===== src/rtl/exc_flush_redirect_if.sv =====
// Exception flush/redirect bundle: ec-stage commit inputs, the IF-side fetch
// handshake observations, and the redirect handshake towards the PC generator.
//   master : pipeline side, drives the commit/fetch/ready signals and sees the results
//   slave  : exc_flush_redirect, consumes commits and drives flush/stall/discard/redirect
//   exc_oc, ec_eret, cp0_epc[31:0]          ec-stage exception / eret commit and EPC
//   if_req_fire, if_resp_valid              fetch request handshake / response last beat
//   redirect_ready                          PC generator accepts redirect_pc
//   flush, fetch_stall, resp_discard        pipeline kill, IF issue hold, stale response drop
//   redirect_valid, redirect_pc[31:0], busy redirect handshake and activity flag
interface exc_flush_redirect_if;
    localparam int unsigned PC_W = 32;

    logic            exc_oc;
    logic            ec_eret;
    logic [PC_W-1:0] cp0_epc;
    logic            if_req_fire;
    logic            if_resp_valid;
    logic            redirect_ready;
    logic            flush;
    logic            fetch_stall;
    logic            resp_discard;
    logic            redirect_valid;
    logic [PC_W-1:0] redirect_pc;
    logic            busy;

    modport master (
        output exc_oc, ec_eret, cp0_epc, if_req_fire, if_resp_valid, redirect_ready,
        input  flush, fetch_stall, resp_discard, redirect_valid, redirect_pc, busy
    );

    modport slave (
        input  exc_oc, ec_eret, cp0_epc, if_req_fire, if_resp_valid, redirect_ready,
        output flush, fetch_stall, resp_discard, redirect_valid, redirect_pc, busy
    );
endinterface


===== src/rtl/exc_flush_redirect.sv =====
// exc_flush_redirect: consumer of the ec-stage exception/eret commit. On an accepted
// event it pulses flush for one cycle, stalls fetch while the fetch responses that
// were in flight at the event are dropped, then offers the new PC (exception vector
// or EPC) to the PC generator over a valid/ready handshake.
// Ports:
//   clk, reset            clock, synchronous active-high reset
//   efr (slave modport)   commit inputs, fetch handshake, redirect handshake, status
//   stat_exc/stat_eret/stat_discard [31:0]  event/discard counters (EXC_FLUSH_STATS_EN only)
// Configuration macro: EXC_FLUSH_STATS_EN adds the statistics counters and ports.
// resp_discard is combinational off if_resp_valid so IF can drop a response in the
// cycle it returns; every other output is a flop.
module exc_flush_redirect #(
    parameter logic [31:0] EXC_VECTOR = 32'hBFC0_0380,
    parameter int unsigned MAX_OUTS   = 4,
    parameter int unsigned CNT_W      = 3
) (
    input  logic                 clk,
    input  logic                 reset,
    exc_flush_redirect_if.slave  efr
`ifdef EXC_FLUSH_STATS_EN
    ,
    output logic [31:0]          stat_exc,
    output logic [31:0]          stat_eret,
    output logic [31:0]          stat_discard
`endif
);
    localparam int unsigned PC_W = 32;

    typedef enum logic [1:0] {
        S_IDLE     = 2'd0,
        S_DRAIN    = 2'd1,
        S_REDIRECT = 2'd2
    } state_t;

    state_t            state;
    state_t            state_nxt;
    logic [CNT_W-1:0]  outs_cnt;
    logic [CNT_W-1:0]  outs_nxt;
    logic [CNT_W-1:0]  drop_cnt;
    logic [CNT_W-1:0]  drop_nxt;
    logic [PC_W-1:0]   target;
    logic [PC_W-1:0]   target_nxt;
    logic              flush_nxt;
    logic              outs_inc;
    logic              outs_dec;
    logic              outs_ovf;
    logic              outs_unf;
    logic              discard_c;
    logic              event_c;

    assign event_c   = efr.exc_oc || efr.ec_eret;
    assign discard_c = (state == S_DRAIN) && efr.if_resp_valid && (drop_cnt != '0);
    assign efr.resp_discard = discard_c;

    // Outstanding fetch tracker; a simultaneous request and response cancel out.
    always_comb begin
        outs_inc = efr.if_req_fire && !efr.if_resp_valid;
        outs_dec = efr.if_resp_valid && !efr.if_req_fire;
        outs_ovf = outs_inc && (outs_cnt == CNT_W'(MAX_OUTS));
        outs_unf = outs_dec && (outs_cnt == '0);
        outs_nxt = outs_cnt;
        if (outs_inc && !outs_ovf) begin
            outs_nxt = outs_cnt + CNT_W'(1);
        end else if (outs_dec && !outs_unf) begin
            outs_nxt = outs_cnt - CNT_W'(1);
        end
    end

    // Next-state logic; drop_cnt snapshots outs_nxt so a request firing on the
    // event cycle is counted as stale too.
    always_comb begin
        state_nxt  = state;
        drop_nxt   = drop_cnt;
        target_nxt = target;
        flush_nxt  = 1'b0;
        case (state)
            S_IDLE: begin
                if (event_c) begin
                    target_nxt = efr.exc_oc ? EXC_VECTOR : efr.cp0_epc;
                    drop_nxt   = outs_nxt;
                    flush_nxt  = 1'b1;
                    state_nxt  = S_DRAIN;
                end
            end
            S_DRAIN: begin
                if (discard_c) begin
                    drop_nxt = drop_cnt - CNT_W'(1);
                end
                if (drop_nxt == '0) begin
                    state_nxt = S_REDIRECT;
                end
            end
            S_REDIRECT: begin
                if (efr.redirect_ready) begin
                    state_nxt = S_IDLE;
                end
            end
            default: begin
                state_nxt = S_IDLE;
            end
        endcase
    end

    // State and registered outputs, the latter decoded from next state.
    always_ff @(posedge clk) begin
        if (reset) begin
            state              <= S_IDLE;
            outs_cnt           <= '0;
            drop_cnt           <= '0;
            target             <= '0;
            efr.flush          <= 1'b0;
            efr.fetch_stall    <= 1'b0;
            efr.busy           <= 1'b0;
            efr.redirect_valid <= 1'b0;
            efr.redirect_pc    <= '0;
        end else begin
            state              <= state_nxt;
            outs_cnt           <= outs_nxt;
            drop_cnt           <= drop_nxt;
            target             <= target_nxt;
            efr.flush          <= flush_nxt;
            efr.fetch_stall    <= (state_nxt != S_IDLE);
            efr.busy           <= (state_nxt != S_IDLE);
            efr.redirect_valid <= (state_nxt == S_REDIRECT);
            efr.redirect_pc    <= (state_nxt == S_REDIRECT) ? target_nxt : '0;
        end
    end

`ifdef EXC_FLUSH_STATS_EN
    // Event and discard counters; wrap naturally at 2^32.
    always_ff @(posedge clk) begin
        if (reset) begin
            stat_exc     <= '0;
            stat_eret    <= '0;
            stat_discard <= '0;
        end else begin
            if (state == S_IDLE && efr.exc_oc) begin
                stat_exc <= stat_exc + 32'd1;
            end else if (state == S_IDLE && efr.ec_eret) begin
                stat_eret <= stat_eret + 32'd1;
            end
            if (discard_c) begin
                stat_discard <= stat_discard + 32'd1;
            end
        end
    end
`endif

    // Protocol checks; events while busy are legal but worth flagging.
    always_ff @(posedge clk) begin
        if (!reset) begin
            assert (!outs_ovf)
                else $error("exc_flush_redirect: fetch request beyond MAX_OUTS outstanding");
            assert (!outs_unf)
                else $error("exc_flush_redirect: fetch response with nothing outstanding");
            assert (!(state == S_DRAIN && efr.if_req_fire))
                else $error("exc_flush_redirect: fetch request issued while draining");
            assert (!(state != S_IDLE && event_c))
                else $warning("exc_flush_redirect: commit event while busy ignored");
        end
    end
endmodule


===== src/flat_wrapper.sv =====
// flat-port wrapper written by rule: the top's interface ports become plain ports
module exc_flush_redirect_flat 
#(
    parameter logic [31:0] EXC_VECTOR = 32'hBFC0_0380,
    parameter int unsigned MAX_OUTS   = 4,
    parameter int unsigned CNT_W      = 3
)
  (clk, reset, efr_exc_oc, efr_ec_eret, efr_cp0_epc, efr_if_req_fire, efr_if_resp_valid, efr_redirect_ready, efr_flush, efr_fetch_stall, efr_resp_discard, efr_redirect_valid, efr_redirect_pc, efr_busy);
  exc_flush_redirect_if efr_i ();
  input  logic clk;
  input  logic reset;
  input wire logic [$bits(efr_i.exc_oc)-1:0] efr_exc_oc;
  input wire logic [$bits(efr_i.ec_eret)-1:0] efr_ec_eret;
  input wire logic [$bits(efr_i.cp0_epc)-1:0] efr_cp0_epc;
  input wire logic [$bits(efr_i.if_req_fire)-1:0] efr_if_req_fire;
  input wire logic [$bits(efr_i.if_resp_valid)-1:0] efr_if_resp_valid;
  input wire logic [$bits(efr_i.redirect_ready)-1:0] efr_redirect_ready;
  output wire logic [$bits(efr_i.flush)-1:0] efr_flush;
  output wire logic [$bits(efr_i.fetch_stall)-1:0] efr_fetch_stall;
  output wire logic [$bits(efr_i.resp_discard)-1:0] efr_resp_discard;
  output wire logic [$bits(efr_i.redirect_valid)-1:0] efr_redirect_valid;
  output wire logic [$bits(efr_i.redirect_pc)-1:0] efr_redirect_pc;
  output wire logic [$bits(efr_i.busy)-1:0] efr_busy;
  assign efr_i.exc_oc = efr_exc_oc;
  assign efr_i.ec_eret = efr_ec_eret;
  assign efr_i.cp0_epc = efr_cp0_epc;
  assign efr_i.if_req_fire = efr_if_req_fire;
  assign efr_i.if_resp_valid = efr_if_resp_valid;
  assign efr_i.redirect_ready = efr_redirect_ready;
  assign efr_flush = efr_i.flush;
  assign efr_fetch_stall = efr_i.fetch_stall;
  assign efr_resp_discard = efr_i.resp_discard;
  assign efr_redirect_valid = efr_i.redirect_valid;
  assign efr_redirect_pc = efr_i.redirect_pc;
  assign efr_busy = efr_i.busy;
  exc_flush_redirect #(.EXC_VECTOR(EXC_VECTOR), .MAX_OUTS(MAX_OUTS), .CNT_W(CNT_W)) u_core (.clk(clk), .reset(reset), .efr(efr_i));
endmodule

===== config.mk =====
export PLATFORM = sky130hd
export DESIGN_NAME = exc_flush_redirect_flat
export DESIGN_NICKNAME = d
export VERILOG_FILES = /design/src/rtl/exc_flush_redirect_if.sv /design/src/rtl/exc_flush_redirect.sv /design/src/flat_wrapper.sv
export SDC_FILE = /design/constraint.sdc
export NUM_CORES = 1
export LEC_CHECK = 0
export ABC_AREA = 0
export ABC_CLOCK_PERIOD_IN_PS = 1900
export CORE_ASPECT_RATIO = 0.7
export CORE_MARGIN = 2
export CORE_UTILIZATION = 50
export DETAILED_ROUTE_END_ITERATION = 12
export DONT_BUFFER_PORTS = 1
export HOLD_SLACK_MARGIN = 0.08
export PLACE_DENSITY = 0.68
export REMOVE_ABC_BUFFERS = 1
export SLEW_MARGIN = 20
export SYNTH_ARGS = -nofsm -noshare
export SYNTH_HDL_FRONTEND = slang
export SYNTH_SLANG_ARGS = --single-unit

===== constraint.sdc =====
create_clock -name clk -period 1.9 [get_ports clk]
set_clock_uncertainty 0.15 [all_clocks]
set_input_delay 0.19 -clock clk [delete_from_list [all_inputs] [get_ports clk]]
set_output_delay 0.19 -clock clk [all_outputs]
set_load 0.02 [all_outputs]

==> metrics.md <==
| Metric | Value |
|---|---|
| Status | completed |
| First-pass GRT wire length | 12.2 mm |
| Post-DP HPWL | 4.06 mm |
| CP arrival | 1510 ps |
| Post-synthesis cell type count | 37 |
| FP Rows | 23 |
| RSZ-0062 raised after global routing | true |
| Lkg Pwr | 1.50 nW |
| Hold Path Class | in2reg |
| Vias in the first global route | 2470 |
| Fin nets | 410 |
| Synthesized area per cell | 9.07 um2 |
| Die height | 67.7 um |
| Max frequency | 540 MHz |
| Pre-CTS WS | -39.6 ps |
| Initial Util | 51.0% |
| Worst path max stage delay | 340 ps |
| Worst Path Buf+Inv | 4 |
| Clk slew on worst S/H paths | 70 ps |
| Max Root-Sink Buffers | 2 |
| Synthesized area | 2890 um2 |
| Worst-Margin Slew | 1020 ps |
| # fillers | 468 |
| TritonCTS buffer count | 9 |
| Routed via count | 2471 |
| CP endpoint kind | output port |
| Post-synth top area cell | dfxtp_1 |
| Fin crit share | 97.4% |
| Startpoint types | flop |
| Worst path top cell family by delay | flip-flops |
| Clk_lat worst skew | 330 ps |
| Slowest-stage cell, CP | dfxtp_2 |
| H-Tree Depth | 3 |
| Initial antenna violation count | 0 |
| Worst setup margin | 49.4 ps |
| Final Cell Area | 3730 um2 |
| DRC viols | 0 |
| Gate count after technology mapping | 319 |
| Yosys Warn Count | 0 |
| Hold Vio Cnt, Final | 0 |
| Final WL | 7.25 mm |
| Port Buffers | 0 |
| Drt wl/cell | 16.3 um |
| Ratio of cells with drive above 1 in the final layout | 11.9% |
| Die width | 94.9 um |
| Seq cells post-synth | 75 |
| Post-synthesis sequential area ratio | 51.9% |
| Largest net degree at the start of global routing | 43 |
| Clock sink count | 75 |
| GRT Overall Usage | 25.1% |
| Hold_ws | 103 ps |
| ANT cells | 0 |
| Core region area | 5670 um2 |
| Reg area | 1500 um2 |
| Final ANT Viol Nets | 0 |
| Slew Viols, Final | 0 |
| Placed cell areas | 3000 um2 |
| Area contributors post-synth | dfxtp_1 52%, nor2_1 9.1%, a2bb2oi_1 6.1% |
| Max-cap violations | 0 |
| Slew HR | 32.3% |
| Cell-by-cell listing of the critical path | inv_2, ha_4, ha_4, nand4bb_4, buf_6, inv_4, buf_6 |
| Most frequent cells in the layout | 73 x dfxtp_1, 70 x nor2_1, 44 x dlygate4sd3_1 |
| Pre-antenna DRT Iters | 4 |
| 1st-iter DRT viols | 127 |
| Placer Congestion | 0.854 |
| VDD IR max | 0.559 mV |
| Commonest non-fill, non-tap cell in the layout | dfxtp_1 |
| # setup viols final | 0 |
| Minimum clock period after layout | 1850 ps |
| Die area | 6420 um2 |
| Overflow after GRT | 0 |
| CTS root buf | clkbuf_8 |
| Area delta synth->final | 28.8% |
| Pwr per Cell Area | 1050 nW/um2 |
| Critical setup path kind | reg2out |
| Critical Path RT | 1560 ps |
| Ports | 76 |
| Synth top area share | 51.9% |
| Multi-input gate area | 1300 um2 |
| Vias per std cell | 5.55 |
| CTS tree | yes |
| Crit-path max FO | 2 |
power by group:
group	total, mW	switching, mW	leakage (nW)	internal, mW
clock	1.09	0.556	0.0912	0.536
sequential	1.90	0.165	0.613	1.74
combinational	0.938	0.493	0.792	0.445
state kept, by name, summed over array words and instances, names as in the netlist:
register and count:
u_core.efr.redirect_valid 1, u_core.drop_cnt 3, u_core.efr.fetch_stall 1, u_core.target 32, u_core.outs_cnt 3, u_core.state 2
u_core.efr.flush 1, u_core.efr.redirect_pc 32
metrics by stage:
stage / util, % / cells / TNS, ps / power, mW
after CTS: 65.2 / 445 / 0 / 3.92
final: 65.7 / 445 / 0 / 3.93
after detailed placement: 52.9 / 382 / -164 / 2.68
after floorplan: - / 296 / -20420 / 2.44
after global placement: 52.9 / 382 / 0 / 2.65
after global routing: 65.7 / 445 / -66.4 / 4.15
cell type report:
class	count	area share, %
multi-input cells	209	34.9
clock inverters	4	0.705
flip-flops and latches	75	40.4
inverters	12	1.28
repair buffers	59	16.2
well taps	75	2.52
clock buffers	11	4.06
logic make-up (layout without fill, tap and decap cells):
kind of cell | after synthesis | count (layout) | share of synthesized area (%)
fa+ha+maj | 5 | 5 | 2.16
simple gates | 117 | 117 | 19.7
compound gates | 86 | 86 | 20.9
buf+inv | 35 | 86 | 4.97
mux | 1 | 1 | 0.346
flops | 75 | 75 | 51.9
what timing repair did:
action                                 CTS  global route
setup endpoints to repair               30            47
hold buffers                            47             0
endpoints found under the hold margin   73             0
buffers inserted                         1             0
gates resized for setup                  8             7
cells in the mapped netlist (all sizes together):
cell and count:
nand4bb 2, a21oi 28, o22ai 14, inv 12, nor3 5, or2 2, nor2 71, or3 1
a21bo 1, dfxtp 75, nand2 4, buf 7, nand3 3, a211oi 1, nor2b 20, or3b 3
ha 5, or4 1, a31oi 2, o21ai 1, o32ai 2, a2bb2oi 20, o21bai 1, o2111ai 1
a311oi 1, mux2i 1, o21a 1, and3b 3, clkbuf 16, o22a 12, a211o 1, nor3b 2
worst paths after layout:
check / start / end / slack (ps) / depth (start not counted)
setup / recovery: u_core.drop_cnt[1]$_SDFFE_PP0P_ / efr_resp_discard / 50 / 7
setup reg to reg: u_core.drop_cnt[1]$_SDFFE_PP0P_ / u_core.efr.redirect_pc[23]$_SDFF_PP0_ / 70 / 8
hold reg to reg: u_core.target[30]$_SDFF_PP0_ / u_core.efr.redirect_pc[30]$_SDFF_PP0_ / 350 / 2
hold / removal: efr_ec_eret / u_core.target[2]$_SDFF_PP0_ / 100 / 4
layer usage:
metal	global-route usage (%)	wire length (um)	up-vias
met1	31.5	3270	1185
met3	7.81	531	2
met4	7.07	8	0
met2	42.0	3440	90
li1	-	-	1194
met5	0	0	-
worst reg2reg max path, stage by stage, from the launching register on:
cell       delay, ps
dfxtp_2          340
inv_2             40
ha_4             150
ha_4             140
nand4bb_4        190
mux2i_1          310
a21oi_4          110
buf_12           180
nor2_1           140
(Power assumes the default switching activity.)
